File: src/rtl/mmio_pkg.sv
// Shared definitions for the MMIO bus initiator: FSM state encoding,
// the MMIO window base and default timeout / idle-gap constants.
package mmio_pkg;

    typedef enum logic [1:0] {
        ST_IDLE   = 2'd0,
        ST_ACCESS = 2'd1,
        ST_GAP    = 2'd2
    } state_t;

    // Upper half-word of the MMIO address window.
    localparam logic [15:0] MMIO_BASE_HI = 16'hFFFF;

    localparam int unsigned DEF_TIMEOUT_CYCLES = 255;
    localparam int unsigned DEF_GAP_CYCLES     = 1;

endpackage

File: src/rtl/mmio_initiator.sv
// MMIO bus initiator: takes one CPU request at a time, drives the
// mmio_read/mmio_write strobes until a responder pulses mmio_done,
// aborts on unmapped addresses or timeout, then forces an idle gap.
//
// Ports:
//   sys_clk, rst            clock, async active-high reset
//   cpu_req_*               CPU request (valid/ready, we, addr, wdata)
//   cpu_resp_*              one-cycle response pulse, rdata, err
//   mmio_read/write/addr/write_data  bus outputs, held for the access
//   mmio_work/done/read_data         bus inputs from the responders
//   err_clear/err_sticky/err_addr    only with MMIO_ERR_CAPTURE_EN
//
// Build option: define MMIO_ERR_CAPTURE_EN to add sticky error capture.
module mmio_initiator
    import mmio_pkg::*;
#(
    parameter int unsigned TIMEOUT_CYCLES = DEF_TIMEOUT_CYCLES,
    parameter int unsigned GAP_CYCLES     = DEF_GAP_CYCLES
) (
    input  logic        sys_clk,
    input  logic        rst,
    input  logic        cpu_req_valid,
    output logic        cpu_req_ready,
    input  logic        cpu_req_we,
    input  logic [31:0] cpu_req_addr,
    input  logic [31:0] cpu_req_wdata,
    output logic        cpu_resp_valid,
    output logic [31:0] cpu_resp_rdata,
    output logic        cpu_resp_err,
    output logic        mmio_read,
    output logic        mmio_write,
    output logic [31:0] mmio_addr,
    output logic [31:0] mmio_write_data,
    input  logic        mmio_work,
    input  logic        mmio_done,
    input  logic [31:0] mmio_read_data
`ifdef MMIO_ERR_CAPTURE_EN
    ,
    input  logic        err_clear,
    output logic        err_sticky,
    output logic [31:0] err_addr
`endif
);

    localparam logic [15:0] LP_TMO_LAST = 16'(TIMEOUT_CYCLES - 1);
    localparam logic [15:0] LP_GAP_LAST = 16'(GAP_CYCLES - 1);

    state_t      r_state;
    logic        r_rd;
    logic        r_wr;
    logic [31:0] r_addr;
    logic [31:0] r_wdata;
    logic        r_resp_valid;
    logic        r_resp_err;
    logic [31:0] r_rdata;
    logic [15:0] r_tmo_cnt;
    logic [15:0] r_gap_cnt;
    logic        r_first;

    logic        w_unmapped;
    logic        w_timeout;

    // Address claim is only meaningful on the first bus cycle; a
    // responder dropping mmio_work later must not abort the access.
    assign w_unmapped = r_first & ~mmio_work;
    assign w_timeout  = (r_tmo_cnt == LP_TMO_LAST);

    assign cpu_req_ready   = (r_state == ST_IDLE);
    assign cpu_resp_valid  = r_resp_valid;
    assign cpu_resp_err    = r_resp_err;
    assign cpu_resp_rdata  = r_rdata;
    assign mmio_read       = r_rd;
    assign mmio_write      = r_wr;
    assign mmio_addr       = r_addr;
    assign mmio_write_data = r_wdata;

    always_ff @(posedge sys_clk or posedge rst) begin
        if (rst) begin
            r_state      <= ST_IDLE;
            r_rd         <= 1'b0;
            r_wr         <= 1'b0;
            r_addr       <= 32'h0;
            r_wdata      <= 32'h0;
            r_resp_valid <= 1'b0;
            r_resp_err   <= 1'b0;
            r_rdata      <= 32'h0;
            r_tmo_cnt    <= 16'h0;
            r_gap_cnt    <= 16'h0;
            r_first      <= 1'b0;
        end else begin
            r_resp_valid <= 1'b0;
            r_resp_err   <= 1'b0;
            unique case (r_state)
                ST_IDLE: begin
                    if (cpu_req_valid) begin
                        r_addr    <= cpu_req_addr;
                        r_wdata   <= cpu_req_wdata;
                        r_rd      <= ~cpu_req_we;
                        r_wr      <= cpu_req_we;
                        r_tmo_cnt <= 16'h0;
                        r_first   <= 1'b1;
                        r_state   <= ST_ACCESS;
                    end
                end
                ST_ACCESS: begin
                    r_first <= 1'b0;
                    if (mmio_done) begin
                        r_rdata      <= r_wr ? 32'h0 : mmio_read_data;
                        r_resp_valid <= 1'b1;
                        r_rd         <= 1'b0;
                        r_wr         <= 1'b0;
                        r_gap_cnt    <= 16'h0;
                        r_state      <= ST_GAP;
                    end else if (w_unmapped || w_timeout) begin
                        r_rdata      <= 32'h0;
                        r_resp_valid <= 1'b1;
                        r_resp_err   <= 1'b1;
                        r_rd         <= 1'b0;
                        r_wr         <= 1'b0;
                        r_gap_cnt    <= 16'h0;
                        r_state      <= ST_GAP;
                    end else begin
                        r_tmo_cnt <= r_tmo_cnt + 16'h1;
                    end
                end
                ST_GAP: begin
                    if (r_gap_cnt == LP_GAP_LAST) begin
                        r_state <= ST_IDLE;
                    end else begin
                        r_gap_cnt <= r_gap_cnt + 16'h1;
                    end
                end
                default: r_state <= ST_IDLE;
            endcase
        end
    end

`ifdef MMIO_ERR_CAPTURE_EN
    logic        r_err_sticky;
    logic [31:0] r_err_addr;
    logic        w_err;

    assign w_err = (r_state == ST_ACCESS) & ~mmio_done
                 & (w_unmapped | w_timeout);

    assign err_sticky = r_err_sticky;
    assign err_addr   = r_err_addr;

    // First error after a clear is kept; clear beats a same-cycle error.
    always_ff @(posedge sys_clk or posedge rst) begin
        if (rst) begin
            r_err_sticky <= 1'b0;
            r_err_addr   <= 32'h0;
        end else if (err_clear) begin
            r_err_sticky <= 1'b0;
        end else if (w_err && !r_err_sticky) begin
            r_err_sticky <= 1'b1;
            r_err_addr   <= r_addr;
        end
    end
`endif

endmodule

File: config.mk
export PLATFORM = sky130hd
export DESIGN_NAME = mmio_initiator
export DESIGN_NICKNAME = d
export VERILOG_FILES = /design/src/rtl/mmio_pkg.sv /design/src/rtl/mmio_initiator.sv
export SDC_FILE = /design/constraint.sdc
export NUM_CORES = 1
export LEC_CHECK = 0
export BUFFER_PORTS_ARGS = -buffer_cell sky130_fd_sc_hd__buf_2
export CAP_MARGIN = 20
export CORE_MARGIN = 5
export CORE_UTILIZATION = 54
export DETAILED_ROUTE_END_ITERATION = 10
export PLACE_DENSITY_LB_ADDON = 0.2
export SYNTH_ARGS = -nofsm -noshare
export SYNTH_HDL_FRONTEND = slang
export SYNTH_SLANG_ARGS = --single-unit
File: constraint.sdc
create_clock -name sys_clk -period 8.1 [get_ports sys_clk]
set_input_delay 1.62 -clock sys_clk [delete_from_list [all_inputs] [get_ports sys_clk]]
set_output_delay 1.62 -clock sys_clk [all_outputs]
set_load 0.02 [all_outputs]
==> impl_metrics.py, run 1 <==
metrics = {
    "sta": {
        "fmax_mhz": 324,
        "fin_worst_skew_ns": 0.00693,
        "finalSetupViolCount": 0,
        "slew_headroom_pct": 48.9,
        "rsz0062_at_grt": "false",
        "drv_slew": 0,
        "min_period_ns": 3.09,
        "tns_ns": 0,
        "fin_crit_sh_pct": 38.1,
        "finalHoldViolations": 0,
        "holdWs_ns": 0.462,
        "worst_pin_slew_ns": 0.767,
    },
    "final_layout": {
        "syn2layout_area_growth_pct": 29.4,
        "final_nets": 940,
        "multi_input_area_um2": 2200,
        "drive_gt1_share_pct": 29.5,
        "fill_cells": 798,
        "seq_area_um2": 3380,
        "n_antenna_cell": 0,
        "fin_cells": 981,
        "fin_area_um2": 7460,
    },
    "power": {
        "p_leak_nw": 4.17,
        "power.share.clock_pct": 26.4,
        "p_seq_share_pct": 37.0,
        "power.internal_mw": 1.72,
        "switching_share_pct": 40.4,
        "vdd_drop_max_v": 0.000251,
        "power.switching_mw": 1.17,
        "power_frac_comb_pct": 36.6,
        "powerDensity_nw_per_um2": 388,
    },
    "yosys": {
        "synth_top_family_by_area": "simple AND/OR/NAND/NOR gates",
        "synth_edf_count": 0,
        "muxShareOfSynthArea_pct": 0.695,
        "synth-seq-cells": 135,
        "yosys.area.top_type_share_pct": 58.6,
        "synth-simple-area-share_pct": 30.2,
        "synthFlopType": "dfrtp_1",
        "synth_area_um2": 5760,
        "yosysWarnings": 0,
        "synth_fa_ha_area_share_pct": 0.868,
        "yosysTopAreaCell": "dfrtp_1",
        "ys_top_cells_by_area": "dfrtp_1 (59%), nand2_1 (18%), nand3_1 (4.8%)",
        "ys_types": 45,
        "synth_xor_area_share_pct": 1.06,
        "synthCells": 641,
        "synth-async-reset-ratio_pct": 100,
        "syn_nets": 747,
        "seq_area_frac_synth_pct": 58.6,
        "syn_avg_cell_area_um2": 8.99,
        "synth_compound_area_share_pct": 5.32,
    },
    "clock_network": {
        "postCtsHoldBufs": 0,
        "cts_setup_buffers": 0,
        "h-tree-depth": 4,
        "clockRootBuffer": "clkbuf_8",
        "clock-sinks": 135,
        "cts_buffers": 17,
        "cts_tree": "done",
        "insertion_delay_ns": 0.53,
        "clockBufferDepth": 2,
        "cts_resized": 0,
        "clkTransAtPathRegs_ns": 0.06,
    },
    "placement": {
        "dpl_cell_area_um2": 6840,
        "io_buffers": 202,
        "place_inst": 950,
        "globalplace.congestion": 0.866,
        "hpwl_um": 11200,
    },
    "floorplan": {
        "die_w_um": 113,
        "initial_core_util_pct": 55.6,
        "num_rows": 37,
        "coreArea_um2": 10400,
        "num_io_pins": 203,
        "dieArea_um2": 12800,
        "die_h_um": 113,
    },
    "route": {
        "ant_nets": 0,
        "via_count": 5233,
        "first_pass_iters": 5,
        "drt_iter0_markers": 406,
        "drc_errors": 0,
        "routedWlPerCell_um": 16.5,
        "viasPerCell": 5.33,
        "wirelength_um": 16200,
    },
    "global_routing": {
        "antenna_found_initial": 0,
        "grt_pass1_wl_um": 26400,
        "gr-total-overflow": 0,
        "grt_pass1_vias": 5400,
        "grt_max_degree": 84,
        "grt_usage_pct": 26.1,
    },
    "hold_path": {
        "hold_class": "reg2reg",
    },
    "worst_setup_path": {
        "cp_data_arrival_time_ns": 1.47,
        "path_max_fanout": 4,
        "crit_required_ns": 6.48,
        "end_kind": "output pin",
        "worst_setup_path_start_kind": "register",
        "path_class": "reg2out",
    },
    "job": {
        "maxCapViolCount": 0,
    },
    "run_status": {
        "status": "complete, no violations",
    },
}
## layout make-up
class,instances,share of cell area (%)
clock inverter,9,1.68
timing repair buffer,208,14.5
inverter,9,0.487
multi-input combinational,463,29.6
sequential,135,45.3
clock buffer,21,6.16
tap,136,2.28
## stage by stage
step	worst slack [ns]	power (mW)	utilization (%)
after floorplan	2.87	1.74	-
after global placement	4.81	2.09	65.9
after detailed placement	4.74	2.13	66.0
after CTS	5.00	2.91	71.6
after global routing	4.96	3.07	71.9
final	5.01	2.89	71.9
## cells in the mapped netlist, types with 5 or more instances
cell / n
nand2_1: 281
a31oi_1: 5
and3_1: 6
dfrtp_1: 135
o21ai_0: 17
inv_1: 8
nand3_1: 55
nor2_1: 17
nor3_1: 6
nand4_1: 12
clkbuf_1: 26
## power groups by stage
stage | sequential (mW) | clock [mW] | combinational [mW]
after global routing | 1.10 | 0.807 | 1.16
after CTS | 1.07 | 0.771 | 1.07
after floorplan | 1.32 | 0 | 0.424
after detailed placement | 1.07 | 0 | 1.07
final | 1.07 | 0.764 | 1.06
after global placement | 1.06 | 0 | 1.03
## cells in the final DEF (no fill, tap or decap), types with 4 or more instances in the layout
cell type,synthesis,layout
mux2i_1,4,4
nand2_1,281,280
clkbuf_8,0,4
clkinv_2,0,4
dfrtp_1,135,135
nor3_1,6,6
and2_1,4,4
buf_2,3,202
clkbuf_16,0,16
nand4_1,12,12
o21ai_0,17,17
inv_1,8,7
ha_1,4,4
nand3_1,55,55
and3_1,6,6
o21ai_1,4,4
o31ai_1,4,4
a31oi_1,5,5
buf_4,0,4
nor2_1,17,17
xor2_1,4,4
## final timing paths
check,startpoint,end,slack (ns),cells after the start
worst max-delay path,r_state[0],cpu_req_ready,5.01,2
max in group asynchronous,rst,r_state[0],5.81,4
worst min register to register,cpu_resp_rdata[10],cpu_resp_rdata[10],0.46,2
min in group asynchronous,rst,mmio_addr[13],1.18,2
worst max register to register,r_tmo_cnt[0],mmio_write,5.53,8
worst min-delay path,cpu_resp_rdata[10],cpu_resp_rdata[10],0.46,2
## routing by layer
| metal | track usage [%] | share of wire (%) | vias to the layer above |
|---|---|---|---|
| li1 | - | - | 2482 |
| met1 | 30.0 | 38 | 2504 |
| met2 | 44.1 | 51 | 205 |
| met3 | 8.98 | 8.3 | 42 |
| met4 | 11.9 | 3.3 | 0 |
| met5 | 0 | 0 | - |
## cell families (layout without fill, tap and decap cells)
group / Yosys count / count (layout)
adder cells (fa/ha/maj): 4 / 4
AND/OR/NAND/NOR: 403 / 403
AO/OA/AOI/OAI: 45 / 45
flip-flops: 135 / 135
XOR/XNOR: 7 / 7
buffers and inverters: 43 / 247
multiplexers: 4 / 4
## sequential cells by signal (all words and copies together) (netlist names)
register and cells:
mmio_write_data 32, r_gap_cnt 16, cpu_resp_rdata 32, r_first 1, mmio_addr 32, cpu_resp_err 1, mmio_write 1, mmio_read 1
cpu_resp_valid 1, r_state 2, r_tmo_cnt 16
## worst max-delay path, cell delays in order, from the launching register on
cell and delay [ns]:
dfrtp_1 0.40, nor2_1 0.31, buf_2 0.24
(Power assumes the default switching activity.)
==> run 2, diff against run 1 <==
--- a/config.mk
+++ b/config.mk
@@ -5,10 +5,11 @@
 export SDC_FILE = /design/constraint.sdc
 export NUM_CORES = 1
 export LEC_CHECK = 0
+export ABC_AREA = 1
 export BUFFER_PORTS_ARGS = -buffer_cell sky130_fd_sc_hd__buf_2
 export CAP_MARGIN = 20
 export CORE_MARGIN = 5
-export CORE_UTILIZATION = 54
+export CORE_UTILIZATION = 46
 export DETAILED_ROUTE_END_ITERATION = 10
 export PLACE_DENSITY_LB_ADDON = 0.2
 export SYNTH_ARGS = -nofsm -noshare
==> constraint.sdc (replaced) <==
create_clock -name sys_clk -period 2.66 [get_ports sys_clk]
set_input_delay 0.532 -clock sys_clk [delete_from_list [all_inputs] [get_ports sys_clk]]
set_output_delay 0.532 -clock sys_clk [all_outputs]
set_load 0.02 [all_outputs]
==> run 2 against run 1 <==
Clock power rose to 3.3 times the previous value; die area rose by 21%; synthesized area increased by 5.4%; register-to-register slack worse by 4.7 ns; non-clock buffer count increased by 5; via count rose by 0.65%; synthesized cell count increased by 17%; critical endpoint is now r_tmo_cnt[8]; largest cell class unchanged; largest power group is now combinational cells.
==> impl_metrics.py, run 2 <==
metrics = {
    "global_routing": {
        "grt_pass1_vias": 4957,
        "gr-total-overflow": 0,
        "grt_usage_pct": 19.8,
        "antenna_found_initial": 0,
        "grt_max_degree": 93,
        "grt_pass1_wl_um": 25000,
    },
    "floorplan": {
        "die_h_um": 125,
        "dieArea_um2": 15600,
        "initial_core_util_pct": 46.4,
        "die_w_um": 125,
        "coreArea_um2": 13100,
        "num_rows": 42,
        "num_io_pins": 203,
    },
    "yosys": {
        "ys_top_cells_by_area": "dfrtp_1 (56%), nand2_1 (23%), nor2_1 (2.7%)",
        "synth-seq-cells": 135,
        "synthFlopType": "dfrtp_1",
        "yosys.area.top_type_share_pct": 55.6,
        "ys_types": 33,
        "yosysWarnings": 0,
        "seq_area_frac_synth_pct": 55.6,
        "syn_nets": 857,
        "syn_avg_cell_area_um2": 8.09,
        "synth_common_cells": "nand2_1 (378), dfrtp_1 (135), nor2_1 (43)",
        "synth_edf_count": 0,
        "synthCells": 751,
        "synth_area_um2": 6070,
        "yosysMostFrequentCell": "nand2_1",
        "synth-async-reset-ratio_pct": 100,
        "yosysTopAreaCell": "dfrtp_1",
    },
    "clock_network": {
        "insertion_delay_ns": 0.42,
        "cts_tree": "done",
        "clkTransAtPathRegs_ns": 0.06,
        "clockRootBuffer": "clkbuf_16",
        "cts_setup_buffers": 0,
        "cts_buffers": 17,
        "clock-sinks": 135,
        "clockBufferDepth": 2,
        "h-tree-depth": 4,
        "cts_resized": 0,
        "postCtsHoldBufs": 0,
    },
    "final_layout": {
        "fin_util_pct": 60.2,
        "drive_gt1_share_pct": 28.4,
        "final_cell_mix": "nand2_1 (377), buf_2 (202), dfrtp_1 (135), nor2_1 (42), inv_1 (34)",
        "final_nets": 1060,
        "final_common_cell": "nand2_1",
        "fin_cells": 1143,
        "syn2layout_area_growth_pct": 29.8,
        "n_antenna_cell": 0,
    },
    "sta": {
        "slew_headroom_pct": 67.1,
        "finalSetupViolCount": 0,
        "drv_slew": 0,
        "fin_worst_skew_ns": 0.0106,
        "worst_pin_slew_ns": 0.492,
        "min_period_ns": 1.83,
        "finalHoldViolations": 0,
        "fmax_mhz": 545,
        "rsz0062_at_grt": "false",
        "tns_ns": 0,
        "fin_crit_sh_pct": 68.9,
    },
    "power": {
        "powerDensity_nw_per_um2": 1230,
        "vdd_drop_max_v": 0.000684,
        "p_leak_nw": 4.43,
    },
    "worst_setup_path": {
        "path_class": "reg2reg",
        "path_max_fanout": 13,
        "cp_cell_sequence": "inv_1 > ha_1 > nand2_1 > nor2_2 > nand2_2 > nand3_2 > inv_1 > nand3_1 > nand2_1",
        "crit_required_ns": 3.01,
        "crit_slowest_cell": "dfrtp_1",
        "cp_data_arrival_time_ns": 2.19,
        "end_kind": "register",
        "cpPeakStageDelay_ns": 0.40,
        "worst_setup_path_start_kind": "register",
        "startpoint": "r_tmo_cnt[0]",
        "rr_startpoint": "r_tmo_cnt[0]",
    },
    "job": {
        "maxCapViolCount": 0,
    },
    "route": {
        "ant_nets": 0,
        "drc_errors": 0,
        "viasPerCell": 4.61,
        "via_count": 5267,
        "first_pass_iters": 5,
        "routedWlPerCell_um": 13.4,
        "drt_iter0_markers": 344,
        "wirelength_um": 15300,
    },
    "hold_path": {
        "hold_class": "in2async",
    },
    "placement": {
        "globalplace.congestion": 0.853,
        "place_inst": 1111,
        "hpwl_um": 10900,
        "io_buffers": 202,
    },
    "run_status": {
        "status": "complete, no violations",
    },
}
## run 2: changes by cell type in the layout (fill, tap and decap cells not counted), moves of 5 or more
cell,previous run,this run
and3_1,6,0
o21ai_2,0,5
o21ai_1,4,26
buf_4,4,10
or2_2,0,6
nand2_2,1,10
inv_1,7,34
nand3_1,55,32
nand2_1,280,377
nor2_1,17,42
o21ai_0,17,11
## run 2: cell type report
class	instances	area (um^2)
Clock inverter	8	134
Clock buffer	24	512
Multi-Input combinational cell	550	2390
Timing Repair Buffer	213	1110
Fill cell	1199	5210
Sequential cell	135	3380
Tap cell	176	220
Inverter	37	143
## run 2: per-layer routing
| layer | GRT usage (%) | share of wire (%) | vias to the layer above |
|---|---|---|---|
| li1 | - | - | 2742 |
| met1 | 26.8 | 45 | 2343 |
| met2 | 30.6 | 46 | 163 |
| met3 | 6.52 | 7.2 | 19 |
| met4 | 6.12 | 1.1 | 0 |
| met5 | 0 | 0 | - |
## run 2: stage by stage
step | setup WS, ns | hold slack [ns] | cell area, um^2 | power (mW)
after detailed placement | 0.835 | 0.460 | 7230 | 7.21
after floorplan | 0.449 | 0.481 | 6080 | 5.94
final | 0.826 | 0.126 | 7880 | 9.69
after global routing | 0.587 | 0.147 | 7880 | 10.3
after global placement | 0.859 | 0.457 | 7230 | 7.17
after CTS | 0.833 | 0.115 | 7880 | 9.78
## run 2: cell families (layout without fill, tap and decap cells)
family,Yosys count,after routing,share of synthesized area (%)
AOI/OAI and AO/OA,49,49,4.59
xor gates and xnor gates,7,7,1.01
adders and majority gates,4,4,0.824
buffers and inverters,66,282,5.15
DFF,135,135,55.6
and+or+nand+nor,490,490,32.8
## run 2: critical path, delay by kind of cell (launching register included)
family        cells  cell delay [ns]
fa+ha+maj         1             0.21
buf+inv           2             0.50
flops             1             0.40
simple gates      6             0.67
## run 2: final timing paths
kind | endpoint | slack [ns] | depth (start not counted)
worst max-delay path | r_tmo_cnt[8] | 0.83 | 9
max in group asynchronous | mmio_addr[2] | 1.74 | 3
worst min-delay path | mmio_addr[18] | 0.13 | 2
min in group sys_clk | mmio_write_data[14] | 0.30 | 3
worst min register to register | mmio_write_data[6] | 0.47 | 2
worst max register to register | r_tmo_cnt[8] | 0.83 | 9
## run 2: report_power, final
part           leakage [nW]  internal (mW)  switching [mW]
clock network         0.318           1.64           0.887
logic                  2.36           1.21            2.52
registers              1.75           2.91           0.530
total                  4.43           5.75            3.94
==> run 3, diff against run 2 <==
--- a/config.mk
+++ b/config.mk
@@ -5,11 +5,11 @@
 export SDC_FILE = /design/constraint.sdc
 export NUM_CORES = 1
 export LEC_CHECK = 0
-export ABC_AREA = 1
+export ABC_AREA = 0
 export BUFFER_PORTS_ARGS = -buffer_cell sky130_fd_sc_hd__buf_2
 export CAP_MARGIN = 20
 export CORE_MARGIN = 5
-export CORE_UTILIZATION = 46
+export CORE_UTILIZATION = 50
 export DETAILED_ROUTE_END_ITERATION = 10
 export PLACE_DENSITY_LB_ADDON = 0.2
 export SYNTH_ARGS = -nofsm -noshare
==> constraint.sdc (replaced) <==
create_clock -name sys_clk -period 1.7 [get_ports sys_clk]
set_input_delay 0.34 -clock sys_clk [delete_from_list [all_inputs] [get_ports sys_clk]]
set_output_delay 0.34 -clock sys_clk [all_outputs]
set_load 0.02 [all_outputs]
==> run 3 against run 2 <==
The flow now finishes with violations (negative setup slack); wire length grew 30%; final area is 14% higher; critical path depth down 2; die area is 12% lower; sequential power grew 47%; global-route usage rose by 7.3 points; worst setup slack lost 1.2 ns; register-to-register slack lost 1.2 ns; non-clock buffer count up 80; first-iteration DRC count rose by 17%.
==> impl_metrics.py, run 3 (synthesis gave the netlist of run 1 again) <==
metrics = {
    "clock_network": {
        "clockBufferDepth": 2,
        "cts_tree": "done",
        "cts_buffers": 17,
        "clockRootBuffer": "clkbuf_16",
        "clkTransAtPathRegs_ns": 0.06,
        "h-tree-depth": 4,
        "clock-sinks": 135,
        "postCtsHoldBufs": 0,
        "insertion_delay_ns": 0.42,
    },
    "global_routing": {
        "grt_max_degree": 96,
        "antenna_found_initial": 1,
        "grt_pass1_vias": 6001,
        "grt_usage_pct": 27.1,
        "gr-total-overflow": 0,
        "grt_pass1_wl_um": 30300,
    },
    "final_layout": {
        "fill_cells": 722,
        "drive_gt1_share_pct": 47.8,
        "final_common_cell": "nand2_1",
        "syn2layout_area_growth_pct": 55.3,
        "fin_area_um2": 8950,
        "final_cell_mix": "nand2_1 (253), buf_2 (202), dfrtp_1 (135), buf_4 (57), nand3_2 (36)",
        "final_nets": 1025,
    },
    "floorplan": {
        "dieArea_um2": 13800,
        "coreArea_um2": 11400,
        "initial_core_util_pct": 50.7,
        "num_io_pins": 203,
        "num_rows": 39,
        "die_w_um": 117,
        "die_h_um": 117,
    },
    "worst_setup_path": {
        "path_class": "reg2reg",
        "cpPeakStageDelay_ns": 0.54,
        "cp_data_arrival_time_ns": 2.44,
        "crit_slowest_cell": "o41a_1",
        "cp_cell_sequence": "inv_2 > ha_4 > or3b_4 > o41a_1 > buf_6 > buf_6 > o31ai_4",
        "cp_top_family": "compound AO/OA/AOI/OAI gates",
        "path_max_fanout": 5,
        "cpMostUsedCell": "buf_6",
        "worst_setup_path_start_kind": "register",
        "end_kind": "register",
        "critPathBufInv": 3,
        "crit_required_ns": 2.03,
    },
    "job": {
        "maxCapViolCount": 0,
    },
    "placement": {
        "io_buffers": 202,
        "dpl_cell_area_um2": 7450,
        "globalplace.congestion": 0.889,
        "hpwl_um": 11600,
    },
    "route": {
        "routedWlPerCell_um": 18.4,
        "first_pass_iters": 5,
        "wirelength_um": 19800,
        "via_count": 5809,
        "ant_nets": 0,
        "drc_errors": 0,
        "viasPerCell": 5.40,
        "drt_iter0_markers": 401,
    },
    "sta": {
        "min_period_ns": 2.11,
        "finalSetupViolCount": 58,
        "finalHoldViolations": 0,
        "rsz0062_at_grt": "true",
        "fmax_mhz": 474,
        "fin_worst_skew_ns": 0.00577,
        "tns_ns": -9.04,
        "slew_headroom_pct": 60.0,
        "worst_pin_slew_ns": 0.600,
        "drv_slew": 0,
        "fin_crit_sh_pct": 124,
        "final.setup.worst_slack_ns": -0.410,
    },
    "run_status": {
        "status": "complete, but fails checks",
        "violations": "negative setup slack",
    },
    "power": {
        "p_leak_nw": 4.75,
        "powerDensity_nw_per_um2": 1750,
        "vdd_drop_max_v": 0.00135,
    },
    "hold_path": {
        "hold_class": "in2async",
    },
}
-- run 3: cell types whose count changed in the layout (fill, tap and decap cells not counted), sizes merged, moves of 21 or more --
cell,delta
buf,+80
inv,-30
nand2,-106
nand3,+21
nor2,-29
o21ai,-21
-- run 3: cell type report --
type                    count  area (um^2)  share of cell area (%)
diodes                      1         2.50                  0.0280
clock buffers              20          437                    4.88
clock inverters            11          129                    1.44
inverters                   9         50.0                   0.559
multi-input cells         463         2800                    31.3
flip-flops and latches    135         3380                    37.7
well taps                 143          179                    2.00
repair buffers            293         1980                    22.1
-- run 3: repair_timing --
action / CTS / global route
gates resized for setup: 101 / 69
cloned: 5 / 0
pin swaps: 91 / 60
buffers inserted: 14 / 9
setup endpoints to repair: 65 / 70
-- run 3: report_power, final --
group	internal (mW)	leakage (nW)	switching [mW]	total, mW
clock network	2.15	0.258	1.39	3.54
registers	4.36	1.75	0.694	5.05
logic	2.75	2.74	4.36	7.11
total	9.25	4.75	6.44	15.7
-- run 3: layer usage --
metal  up-vias  global-route usage [%]  part of all wire [%]
li1       2658                       -                     -
met1      2791                    32.5                    37
met2       285                    44.6                    52
met3        75                    8.37                   7.8
met4         0                    12.8                   4.2
met5         -                       0                     0
-- run 3: through the flow --
| stage | utilization (%) | setup WS [ns] | total power, mW | hold slack (ns) | cells |
|---|---|---|---|---|---|
| CTS | 76.0 | -0.302 | 15.3 | 0.0956 | 1069 |
| floorplan | - | -0.319 | 8.45 | 0.438 | 641 |
| global placement | 65.5 | -0.288 | 10.6 | 0.447 | 1019 |
| detailed placement | 65.5 | -0.317 | 10.8 | 0.450 | 1019 |
| global route | 78.7 | -0.445 | 16.5 | 0.105 | 1075 |
| finish | 78.7 | -0.410 | 15.7 | 0.0886 | 1075 |
-- run 3: worst paths after layout --
check / start / to / slack, ns / depth (start not counted)
setup reg to reg: r_gap_cnt[0] / r_gap_cnt[1] / -0.41 / 7
max in group asynchronous: rst / cpu_resp_rdata[30] / 1.21 / 3
hold / removal: rst / cpu_resp_rdata[17] / 0.09 / 3
setup / recovery: r_gap_cnt[0] / r_gap_cnt[1] / -0.41 / 7
min in group sys_clk: cpu_req_wdata[0] / mmio_write_data[0] / 0.11 / 3
hold reg to reg: cpu_resp_rdata[30] / cpu_resp_rdata[30] / 0.46 / 2
-- run 3: worst min-delay path: cells and delay by family --
kind | cells | cell delay (ns)
buffers and inverters | 3 | 0.60
